--- config.mk ---
export PLATFORM = sky130hd
export DESIGN_NAME = vred_tree_acc
export DESIGN_NICKNAME = d
export VERILOG_FILES = /design/src/rtl/vred_tree_acc.sv
export SDC_FILE = /design/constraint.sdc
export NUM_CORES = 2
export LEC_CHECK = 0
export BUFFER_PORTS_ARGS = -buffer_cell sky130_fd_sc_hd__buf_2
export CAP_MARGIN = 10
export CORE_UTILIZATION = 35
export DETAILED_ROUTE_END_ITERATION = 10
export GPL_TIMING_DRIVEN = 0
export PLACE_DENSITY_LB_ADDON = 0.08
export SYNTH_ARGS = -nofsm -noshare
export SYNTH_HDL_FRONTEND = slang
export SYNTH_SLANG_ARGS = --single-unit
export TNS_END_PERCENT = 1
--- constraint.sdc ---
create_clock -name clk_i -period 4.4 [get_ports clk_i]
set_input_delay 0.22 -clock clk_i [delete_from_list [all_inputs] [get_ports clk_i]]
set_output_delay 0.22 -clock clk_i [all_outputs]
set_load 0.01 [all_outputs]
--- src/rtl/vred_tree_acc.sv ---
// ---------------------------------------------------------------------------
// vred_tree_acc
//   Fully pipelined vector integer reduction unit (sum, minu, min, maxu, max,
//   and, or, xor). Each accepted beat is masked, collapsed to one SEW-wide
//   partial result by a registered halving tree, and folded into a
//   per-reduction accumulator that is seeded from in_vec1_i on the start beat.
//   One beat per cycle, no backpressure.
//
// Ports
//   clk_i        clock, all state on the rising edge
//   rst_i        synchronous active-high reset
//   in_vec0_i    beat data, packed SEW-wide elements
//   in_vec1_i    seed scalar (low SEW bits), used on the start beat only
//   in_mask_i    per-element enable; bits beyond the element count ignored
//   in_valid_i   beat qualifier
//   in_start_i   first beat of a reduction
//   in_end_i     last beat of a reduction
//   in_opSel_i   0 sum, 1 minu, 2 min, 3 maxu, 4 max, 5 and, 6 or, 7 xor
//   in_sew_i     element width code: 0=8b, 1=16b, 2=32b, 3=64b
//   in_addr_i    destination address, taken from the end beat
//   out_vec_o    zero-extended result, zero when out_valid_o is low
//   out_addr_o   address of the completing reduction, zero when idle
//   out_valid_o  one-cycle pulse per completed reduction
// ---------------------------------------------------------------------------
module vred_tree_acc #(
   parameter int DATA_WIDTH  = 64,
   parameter int ADDR_WIDTH  = 32,
   parameter int OPSEL_WIDTH = 3,
   parameter int SEW_WIDTH   = 2,
   parameter int MASK_WIDTH  = DATA_WIDTH / 8
) (
   input  logic                   clk_i,
   input  logic                   rst_i,
   input  logic [DATA_WIDTH-1:0]  in_vec0_i,
   input  logic [DATA_WIDTH-1:0]  in_vec1_i,
   input  logic [MASK_WIDTH-1:0]  in_mask_i,
   input  logic                   in_valid_i,
   input  logic                   in_start_i,
   input  logic                   in_end_i,
   input  logic [OPSEL_WIDTH-1:0] in_opSel_i,
   input  logic [SEW_WIDTH-1:0]   in_sew_i,
   input  logic [ADDR_WIDTH-1:0]  in_addr_i,
   output logic [DATA_WIDTH-1:0]  out_vec_o,
   output logic [ADDR_WIDTH-1:0]  out_addr_o,
   output logic                   out_valid_o
);

   localparam int LVLS = $clog2(DATA_WIDTH / 8);

   typedef enum logic [0:0] {ST_IDLE = 1'b0, ST_ACTIVE = 1'b1} state_t;

   // ---------------------------------------------------------------- helpers
   function automatic int sew_bits(input logic [SEW_WIDTH-1:0] sew);
      int r;
      case (sew)
         2'd0:    r = 8;
         2'd1:    r = 16;
         2'd2:    r = 32;
         2'd3:    r = 64;
         default: r = 64;
      endcase
      return r;
   endfunction

   function automatic logic [63:0] sew_trunc(input logic [63:0] x, input logic [SEW_WIDTH-1:0] sew);
      logic [63:0] r;
      case (sew)
         2'd0:    r = {56'd0, x[7:0]};
         2'd1:    r = {48'd0, x[15:0]};
         2'd2:    r = {32'd0, x[31:0]};
         2'd3:    r = x;
         default: r = x;
      endcase
      return r;
   endfunction

   function automatic logic [63:0] sew_sext(input logic [63:0] x, input logic [SEW_WIDTH-1:0] sew);
      logic [63:0] r;
      case (sew)
         2'd0:    r = {{56{x[7]}}, x[7:0]};
         2'd1:    r = {{48{x[15]}}, x[15:0]};
         2'd2:    r = {{32{x[31]}}, x[31:0]};
         2'd3:    r = x;
         default: r = x;
      endcase
      return r;
   endfunction

   // Identity element of each op, low SEW bits meaningful.
   function automatic logic [63:0] elem_ident(input logic [OPSEL_WIDTH-1:0] op, input logic [SEW_WIDTH-1:0] sew);
      logic [63:0] r;
      case (op)
         3'd1, 3'd5: r = {64{1'b1}};
         3'd2: begin
            case (sew)
               2'd0:    r = 64'h0000_0000_0000_007F;
               2'd1:    r = 64'h0000_0000_0000_7FFF;
               2'd2:    r = 64'h0000_0000_7FFF_FFFF;
               default: r = 64'h7FFF_FFFF_FFFF_FFFF;
            endcase
         end
         3'd4: begin
            case (sew)
               2'd0:    r = 64'h0000_0000_0000_0080;
               2'd1:    r = 64'h0000_0000_0000_8000;
               2'd2:    r = 64'h0000_0000_8000_0000;
               default: r = 64'h8000_0000_0000_0000;
            endcase
         end
         default: r = 64'd0;
      endcase
      return r;
   endfunction

   // One SEW-wide operation; result truncated to SEW bits.
   function automatic logic [63:0] elem_op(input logic [OPSEL_WIDTH-1:0] op, input logic [SEW_WIDTH-1:0] sew,
                                           input logic [63:0] a, input logic [63:0] b);
      logic [63:0] a_t, b_t, a_s, b_s, r;
      a_t = sew_trunc(a, sew);
      b_t = sew_trunc(b, sew);
      a_s = sew_sext(a, sew);
      b_s = sew_sext(b, sew);
      case (op)
         3'd0:    r = a_t + b_t;
         3'd1:    r = (a_t < b_t) ? a_t : b_t;
         3'd2:    r = ($signed(a_s) < $signed(b_s)) ? a_t : b_t;
         3'd3:    r = (a_t > b_t) ? a_t : b_t;
         3'd4:    r = ($signed(a_s) > $signed(b_s)) ? a_t : b_t;
         3'd5:    r = a_t & b_t;
         3'd6:    r = a_t | b_t;
         3'd7:    r = a_t ^ b_t;
         default: r = 64'd0;
      endcase
      return sew_trunc(r, sew);
   endfunction

   // Element-wise op over whole vectors; zero elements combine to zero for every op.
   function automatic logic [DATA_WIDTH-1:0] vec_combine(input logic [DATA_WIDTH-1:0] a, input logic [DATA_WIDTH-1:0] b,
                                                         input logic [OPSEL_WIDTH-1:0] op, input logic [SEW_WIDTH-1:0] sew);
      logic [DATA_WIDTH-1:0] r;
      logic [63:0]           t;
      r = '0;
      case (sew)
         2'd0: for (int e = 0; e < DATA_WIDTH / 8; e++) begin
            t = elem_op(op, sew, {56'd0, a[e*8 +: 8]}, {56'd0, b[e*8 +: 8]});
            r[e*8 +: 8] = t[7:0];
         end
         2'd1: for (int e = 0; e < DATA_WIDTH / 16; e++) begin
            t = elem_op(op, sew, {48'd0, a[e*16 +: 16]}, {48'd0, b[e*16 +: 16]});
            r[e*16 +: 16] = t[15:0];
         end
         2'd2: for (int e = 0; e < DATA_WIDTH / 32; e++) begin
            t = elem_op(op, sew, {32'd0, a[e*32 +: 32]}, {32'd0, b[e*32 +: 32]});
            r[e*32 +: 32] = t[31:0];
         end
         2'd3: for (int e = 0; e < DATA_WIDTH / 64; e++) begin
            r[e*64 +: 64] = elem_op(op, sew, a[e*64 +: 64], b[e*64 +: 64]);
         end
         default: r = '0;
      endcase
      return r;
   endfunction

   // Replace inactive elements by the op identity.
   function automatic logic [DATA_WIDTH-1:0] mask_fill(input logic [DATA_WIDTH-1:0] v, input logic [MASK_WIDTH-1:0] m,
                                                       input logic [OPSEL_WIDTH-1:0] op, input logic [SEW_WIDTH-1:0] sew);
      logic [DATA_WIDTH-1:0] r;
      logic [63:0]           id;
      id = elem_ident(op, sew);
      r  = '0;
      case (sew)
         2'd0: for (int e = 0; e < DATA_WIDTH / 8; e++)  r[e*8 +: 8]   = m[e] ? v[e*8 +: 8]   : id[7:0];
         2'd1: for (int e = 0; e < DATA_WIDTH / 16; e++) r[e*16 +: 16] = m[e] ? v[e*16 +: 16] : id[15:0];
         2'd2: for (int e = 0; e < DATA_WIDTH / 32; e++) r[e*32 +: 32] = m[e] ? v[e*32 +: 32] : id[31:0];
         2'd3: for (int e = 0; e < DATA_WIDTH / 64; e++) r[e*64 +: 64] = m[e] ? v[e*64 +: 64] : id;
         default: r = '0;
      endcase
      return r;
   endfunction

   // One halving level: fold upper half onto lower half. Once the half is
   // narrower than SEW the element already sits in the low SEW bits, so the
   // value passes through untouched.
   function automatic logic [DATA_WIDTH-1:0] tree_level(input logic [DATA_WIDTH-1:0] prev, input int hw,
                                                        input logic [OPSEL_WIDTH-1:0] op, input logic [SEW_WIDTH-1:0] sew);
      logic [DATA_WIDTH-1:0] lo, hi, r;
      lo = prev & ~({DATA_WIDTH{1'b1}} << hw);
      hi = (prev >> hw) & ~({DATA_WIDTH{1'b1}} << hw);
      if (sew_bits(sew) <= hw) begin
         r = vec_combine(lo, hi, op, sew);
      end else begin
         r = prev;
      end
      return r;
   endfunction

   // ------------------------------------------------------------ control FSM
   state_t                 state_q, state_d;
   logic [OPSEL_WIDTH-1:0] cfg_op_q;
   logic [SEW_WIDTH-1:0]   cfg_sew_q;
   logic                   beat_ok_s;
   logic [OPSEL_WIDTH-1:0] eff_op_s;
   logic [SEW_WIDTH-1:0]   eff_sew_s;

   // State register plus op/sew latched on an accepted start beat.
   always_ff @(posedge clk_i) begin
      if (rst_i) begin
         state_q   <= ST_IDLE;
         cfg_op_q  <= '0;
         cfg_sew_q <= '0;
      end else begin
         state_q <= state_d;
         if (in_valid_i && in_start_i) begin
            cfg_op_q  <= in_opSel_i;
            cfg_sew_q <= in_sew_i;
         end
      end
   end

   // Next-state: a start always (re)opens a reduction, an end closes it.
   always_comb begin
      state_d = state_q;
      if (in_valid_i && in_start_i) begin
         if (in_end_i) begin
            state_d = ST_IDLE;
         end else begin
            state_d = ST_ACTIVE;
         end
      end else if (in_valid_i && in_end_i) begin
         state_d = ST_IDLE;
      end else begin
         state_d = state_q;
      end
   end

   // Beat acceptance and effective op/sew for the beat entering the pipe.
   always_comb begin
      beat_ok_s = 1'b0;
      case (state_q)
         ST_IDLE:   beat_ok_s = in_valid_i & in_start_i;
         ST_ACTIVE: beat_ok_s = in_valid_i;
         default:   beat_ok_s = 1'b0;
      endcase
      if (in_start_i) begin
         eff_op_s  = in_opSel_i;
         eff_sew_s = in_sew_i;
      end else begin
         eff_op_s  = cfg_op_q;
         eff_sew_s = cfg_sew_q;
      end
   end

   // ------------------------------------------------- mask stage + tree pipe
   logic [DATA_WIDTH-1:0]  dat_q  [0:LVLS];
   logic [DATA_WIDTH-1:0]  dat_d  [0:LVLS];
   logic [OPSEL_WIDTH-1:0] op_q   [0:LVLS];
   logic [OPSEL_WIDTH-1:0] op_d   [0:LVLS];
   logic [SEW_WIDTH-1:0]   sew_q  [0:LVLS];
   logic [SEW_WIDTH-1:0]   sew_d  [0:LVLS];
   logic [ADDR_WIDTH-1:0]  adr_q  [0:LVLS];
   logic [ADDR_WIDTH-1:0]  adr_d  [0:LVLS];
   logic [63:0]            seed_q [0:LVLS];
   logic [63:0]            seed_d [0:LVLS];
   logic [LVLS:0]          vld_q, vld_d, sta_q, sta_d, fin_q, fin_d;

   // Next values of every pipe stage: stage 0 from the inputs, the rest from the tree.
   always_comb begin
      dat_d[0]  = mask_fill(in_vec0_i, in_mask_i, eff_op_s, eff_sew_s);
      op_d[0]   = eff_op_s;
      sew_d[0]  = eff_sew_s;
      adr_d[0]  = in_addr_i;
      seed_d[0] = sew_trunc(in_vec1_i[63:0], eff_sew_s);
      vld_d     = '0;
      sta_d     = '0;
      fin_d     = '0;
      vld_d[0]  = beat_ok_s;
      sta_d[0]  = in_start_i;
      fin_d[0]  = in_end_i;
      for (int i = 1; i <= LVLS; i++) begin
         dat_d[i]  = tree_level(dat_q[i-1], DATA_WIDTH >> i, op_q[i-1], sew_q[i-1]);
         op_d[i]   = op_q[i-1];
         sew_d[i]  = sew_q[i-1];
         adr_d[i]  = adr_q[i-1];
         seed_d[i] = seed_q[i-1];
         vld_d[i]  = vld_q[i-1];
         sta_d[i]  = sta_q[i-1];
         fin_d[i]  = fin_q[i-1];
      end
   end

   // Pipe stage registers.
   always_ff @(posedge clk_i) begin
      if (rst_i) begin
         for (int i = 0; i <= LVLS; i++) begin
            dat_q[i]  <= '0;
            op_q[i]   <= '0;
            sew_q[i]  <= '0;
            adr_q[i]  <= '0;
            seed_q[i] <= 64'd0;
         end
         vld_q <= '0;
         sta_q <= '0;
         fin_q <= '0;
      end else begin
         for (int i = 0; i <= LVLS; i++) begin
            dat_q[i]  <= dat_d[i];
            op_q[i]   <= op_d[i];
            sew_q[i]  <= sew_d[i];
            adr_q[i]  <= adr_d[i];
            seed_q[i] <= seed_d[i];
         end
         vld_q <= vld_d;
         sta_q <= sta_d;
         fin_q <= fin_d;
      end
   end

   // ------------------------------------------------ accumulate and output
   logic [63:0]           acc_q, acc_d, partial_s, base_s;
   logic                  done_q, done_d;
   logic [ADDR_WIDTH-1:0] done_addr_q, done_addr_d;
   logic [DATA_WIDTH-1:0] out_vec_q, out_vec_d;
   logic [ADDR_WIDTH-1:0] out_addr_q, out_addr_d;
   logic                  out_valid_q;

   // Fold the tree result into the accumulator; a start beat reseeds it.
   always_comb begin
      partial_s = sew_trunc(dat_q[LVLS][63:0], sew_q[LVLS]);
      if (sta_q[LVLS]) begin
         base_s = seed_q[LVLS];
      end else begin
         base_s = acc_q;
      end
      if (vld_q[LVLS]) begin
         acc_d = elem_op(op_q[LVLS], sew_q[LVLS], base_s, partial_s);
      end else begin
         acc_d = acc_q;
      end
      done_d = vld_q[LVLS] & fin_q[LVLS];
      if (done_d) begin
         done_addr_d = adr_q[LVLS];
      end else begin
         done_addr_d = '0;
      end
   end

   // Output values: zero unless a reduction completes this cycle.
   always_comb begin
      out_vec_d = '0;
      if (done_q) begin
         out_vec_d[63:0] = acc_q;
         out_addr_d      = done_addr_q;
      end else begin
         out_addr_d      = '0;
      end
   end

   // Accumulator and output registers.
   always_ff @(posedge clk_i) begin
      if (rst_i) begin
         acc_q       <= 64'd0;
         done_q      <= 1'b0;
         done_addr_q <= '0;
         out_vec_q   <= '0;
         out_addr_q  <= '0;
         out_valid_q <= 1'b0;
      end else begin
         acc_q       <= acc_d;
         done_q      <= done_d;
         done_addr_q <= done_addr_d;
         out_vec_q   <= out_vec_d;
         out_addr_q  <= out_addr_d;
         out_valid_q <= done_q;
      end
   end

   assign out_vec_o   = out_vec_q;
   assign out_addr_o  = out_addr_q;
   assign out_valid_o = out_valid_q;

endmodule
==> summary.md <==
Measured against its own limit, the worst slew margin works out to 7.514%. The flow ran to the end, but the final reports show violations. The floorplan step defined a core boundary enclosing 0.1382 sq mm. The share of final-layout standard cells stronger than drive strength 1 is 13.80%. The run gives 0.0003030 V as the maximum vdd drop. Walking the worst path, the cells encountered are inv_1, ha_1, buf_2, or3_1, nor2_1, o31ai_2, and2_1, and2_1, a21oi_1, o21bai_2, or2_1, buf_4, buf_6, a22o_1, a221oi_1, a211oi_2.

Global routing used 31.85% of the available tracks across all layers. At the worst endpoint, the arrival time is 5.36 ns. The number of sinks on the clock net was 872. The via count of the routed design came out at 47067. The average footprint of a synthesized cell is 8.437 sq um, and the area growth from synthesis to layout is 23.08%.

For flop-to-flop paths, the worst setup slack is -0.47 ns. The run gives 23.2% as the portion of total power attributed to combinational logic. For this block, the initial DRC count from the detailed router was 5051. The logs give 232500 um for the total detailed-routing wirelength and 102200 um for the routed length on met2. After the last flow step, the layout net total stands at 6994.

The cell depth of the worst hold path was 3. The worst hold path endpoint was op_q[0][0]$_SDFF_PP0_. The first global-routing pass estimated 326100 um of wire. The number of storage elements in the synthesis netlist was 872; the setup slack after layout was -0.4677 ns. The routed length per instance is 27.93 um, and the number of max-slew violations in the final report is 0.

For this run the aggregate overflow at the end of global routing stands at 0. In this run the power spent charging and discharging nets is 7229 uW. The hold path startpoint is in_start_i.

The fraction of registers with async set or reset after synthesis is 0%, and the H-tree depth reported by CTS is 3. For this design the ratio of total power to cell area is 366.7 mW/mm^2. Counting every instance in the synthesized netlist gives 5801. The total of fill cells in the finished design is 14006, and the achievable frequency is 0.2054 GHz. The count of nets left with antenna violations once routing finished came out at 0.

Counting along the longest clock path gives a buffer depth of 3. The detailed-route vias per instance came out at 5.654. The cell that appears most often on the critical path is sky130_fd_sc_hd__and2_1.

Effective utilization at floorplan: 35.42%. Category of the worst setup path capture point: a flop. After synthesis the cells add up to 0.04894 sq mm.

The final design area excluding fillers was 0.06024 sq mm; the final estimated routing congestion in global placement was 1.017. The x dimension of the die works out to 376.0 um. The path type of the worst setup path was reg -> reg.

For the post-detailed-placement half-perimeter wirelength, the log shows 178900 um. The tools report the count of synthesis-stage warnings from yosys as 0. The standard-cell row count was 136. Setup repair after global routing could not meet its margin everywhere. The final number of hold-violating endpoints is 0, and the portion of the post-synthesis area used by sequential elements is 35.67%.

The actual transition at the worst max-transition pin came out at 1.387 ns. The path category of the worst min-delay check was in -> reg. For the number of endpoints failing setup at the final stage, the log shows 93. The tree is rooted in a sky130_fd_sc_hd__clkbuf_16.

After detailed placement, the total cell area comes to 0.05282 sq mm. The highest layer touched by signal routing is met5. The routed design uses 17890 um of met3 wire. At the worst endpoint, the required time is 4.90 ns. Dividing the final minimum period by the clock period gives 110.6%. Prior to clock tree synthesis, the placed netlist has a worst setup slack of -3.034 ns. The worst setup path is launched from a flop.

The run gives 0.73 ns as the clock latency on the worst-skew pair. In this run the vertical extent of the chip is 376.0 um. The first detailed-routing pass took 9 iterations.

The top cell family by delay on the critical path is compound AO/OA/AOI/OAI gates. The synthesized design contains 0 enable-type register cells. The sum of buffers and inverters on the critical path was 4; the cell-internal power was 14860 uW. Clock tree synthesis inserted a total of 95 buffers.

The clock transition at the register clock pins on the worst setup and hold paths after CTS is 0.06 ns. The number of antenna violations at the first check in global routing came out at 12. The worst path needs 4.868 ns of the cycle, external delays included. Net switching is 32.72% of the power.

Per report_power, the sequential group accounts for 38.8% of the total. The tool flagged a number of max-cap violations equal to 0. In the synthesized netlist the dominant register cell turns out to be sky130_fd_sc_hd__dfxtp_1. Pin placement for this block handled 275 I/O pins.

TritonCTS built the clock tree. After detailed routing, the number of remaining DRC violations is 0. The worst register-to-register path begins at dat_q[0][57]$_SDFF_PP0_. The number of I/O port buffers is 266, and the instance count after placement with tap cells included is 7942. The logs give 38.0% for the relative contribution of the clock network to total power and 0.1413 sq mm for the die footprint. The number of global-route vias before repair was 44455. The number of nets handed over by synthesis was 6416.

The met1 layer wirelength in the final routing came out at 98970 um. For this run, the slowest stage of the critical path takes 0.65 ns. Entering global routing, the biggest net connects 15 pins. Synthesis instantiated 99 different standard cells from the library. On the final layout, the worst hold slack is 0.05500 ns. Once layout is complete, the cells apart from fillers number 8325.

The peak fanout along the critical path came out at 10. The tools report the leakage power as 0.02482 uW. The final reports fail on negative setup slack.

Between clock sinks in the finished design, the worst skew comes to 0.05235 ns. The slowest library cell on the worst path was sky130_fd_sc_hd__a211oi_2. The number of cells on the worst reg-to-reg path is 16.

The endpoint identified for the worst register-to-register timing path is dat_q[1][7]$_SDFF_PP0_.
registers in the layout (all words and copies together), names as in the netlist, 12 cells and up:
signal,count
out_addr_o,32
op_q,12
seed_q,256
dat_q,256
adr_q,128
done_addr_q,32
out_vec_o,64
acc_q,64
final cells by class:
type                    count  area [sq um]  share of cell area [%]
multi-input cells        4194         29990                   49.78
inverters                 371          1400                   2.324
well taps                1863          2331                   3.869
plain buffers             347          1953                   3.242
flip-flops and latches    872         17480                   29.02
repair buffers            498          3744                   6.214
clock inverters            43         623.1                   1.034
clock buffers             130          2700                   4.482
diodes                      7         17.52                 0.02908
cells in the mapped netlist, drive strengths merged, types with 30 or more instances:
cell type	n	area, sq um
dfxtp	872	17460
a221o	40	400.4
a21o	62	465.5
mux2	68	765.7
nand2b	38	237.7
ha	429	5368
o211ai	38	295.3
a22oi	82	615.6
o21bai	52	390.4
nand3	78	390.4
nor3	128	640.6
nand2	438	1647
buf	73	344.1
o21a	43	322.8
a211oi	47	352.8
a221oi	144	1274
nor2	330	1239
mux2i	82	820.8
o31ai	33	247.7
a21oi	399	2001
a31oi	37	231.5
nand4	30	187.7
o21ai	339	1697
inv	367	1378
a22o	52	455.4
clkbuf	291	1094
nor2b	461	2884
xnor2	95	832.1
and2	292	1828
what timing repair did:
action,CTS,global route
gates resized for setup,366,88
cloned,5,1
setup endpoints to repair,110,116
buffers inserted,25,4
hold buffers,184,0
endpoints found under the hold margin,170,0
pin swaps,31,22
kinds of logic (layout without fill, tap and decap cells):
group	count (synthesis)	count (layout)	synth area share, %
other	0	7	0
xor gates and xnor gates	116	116	2.076
AOI/OAI and AO/OA	1580	1580	21.67
buffers and inverters	735	1389	5.783
muxes	150	150	3.242
DFF	872	872	35.67
and+or+nand+nor	1911	1911	20.26
adders and majority gates	437	437	11.29
layer usage:
layer	GRT usage, %	vias to the layer above
met2	50.43	2338
met4	15.36	4
li1	-	21427
met5	0	-
met1	42.13	22756
met3	4.942	542
worst register-to-register path, cell delays in order, from the launching register on:
cell and delay, ns:
sky130_fd_sc_hd__dfxtp_2 0.52, sky130_fd_sc_hd__inv_1 0.25, sky130_fd_sc_hd__ha_1 0.34, sky130_fd_sc_hd__buf_2 0.24
sky130_fd_sc_hd__or3_1 0.24, sky130_fd_sc_hd__nor2_1 0.07, sky130_fd_sc_hd__o31ai_2 0.45, sky130_fd_sc_hd__and2_1 0.28
sky130_fd_sc_hd__and2_1 0.25, sky130_fd_sc_hd__a21oi_1 0.11, sky130_fd_sc_hd__o21bai_2 0.31, sky130_fd_sc_hd__or2_1 0.16
sky130_fd_sc_hd__buf_4 0.27, sky130_fd_sc_hd__buf_6 0.26, sky130_fd_sc_hd__a22o_1 0.16, sky130_fd_sc_hd__a221oi_1 0.09
sky130_fd_sc_hd__a211oi_2 0.65
layout by cell type, fill, tap and decap left out, drive strengths merged, types with 62 or more instances in the layout:
master / synthesis / routed
dfxtp: 872 / 872
mux2: 68 / 68
inv: 367 / 371
a21o: 62 / 62
ha: 429 / 429
o21ai: 339 / 339
a221oi: 144 / 144
nand2: 438 / 438
nor2b: 461 / 461
and2: 292 / 292
xnor2: 95 / 95
mux2i: 82 / 82
clkbuf: 291 / 404
nand3: 78 / 78
nor3: 128 / 128
dlygate4sd3: 0 / 184
buf: 73 / 387
a21oi: 399 / 399
a22oi: 82 / 82
nor2: 330 / 330
through the flow:
stage | TNS, ns | total power, uW | util (%)
6_report | -23.23 | 22090 | 43.60
3_5_place_dp | -208.12 | 13230 | 38.23
4_1_cts | -14.59 | 22090 | 43.28
5_1_grt | -29.21 | 22910 | 43.59
3_3_place_gp | -233.55 | 13240 | 38.09
2_1_floorplan | 0 | 11370 | -
power by group through the flow:
stage          clock, uW  sequential (uW)  combinational, uW
6_report            8390             8570               5120
5_1_grt             8890             8580               5450
4_1_cts             8600             8550               4940
3_5_place_dp           0             8720               4510
3_3_place_gp           0             8720               4520
2_1_floorplan          0             8490               2890
how the worst max path moves through the flow:
stage / to / from / depth (start not counted)
2_1_floorplan: acc_q[63]$_SDFFE_PP0P_ / sta_q[3]$_SDFF_PP0_ / 20
3_3_place_gp: acc_q[20]$_SDFFE_PP0P_ / sta_q[3]$_SDFF_PP0_ / 20
3_5_place_dp: acc_q[20]$_SDFFE_PP0P_ / sta_q[3]$_SDFF_PP0_ / 20
4_1_cts: acc_q[57]$_SDFFE_PP0P_ / sta_q[3]$_SDFF_PP0_ / 20
5_1_grt: acc_q[63]$_SDFFE_PP0P_ / sta_q[3]$_SDFF_PP0_ / 22
6_report: dat_q[1][7]$_SDFF_PP0_ / dat_q[0][57]$_SDFF_PP0_ / 16
Note: power is estimated with default switching activity, not from simulation.
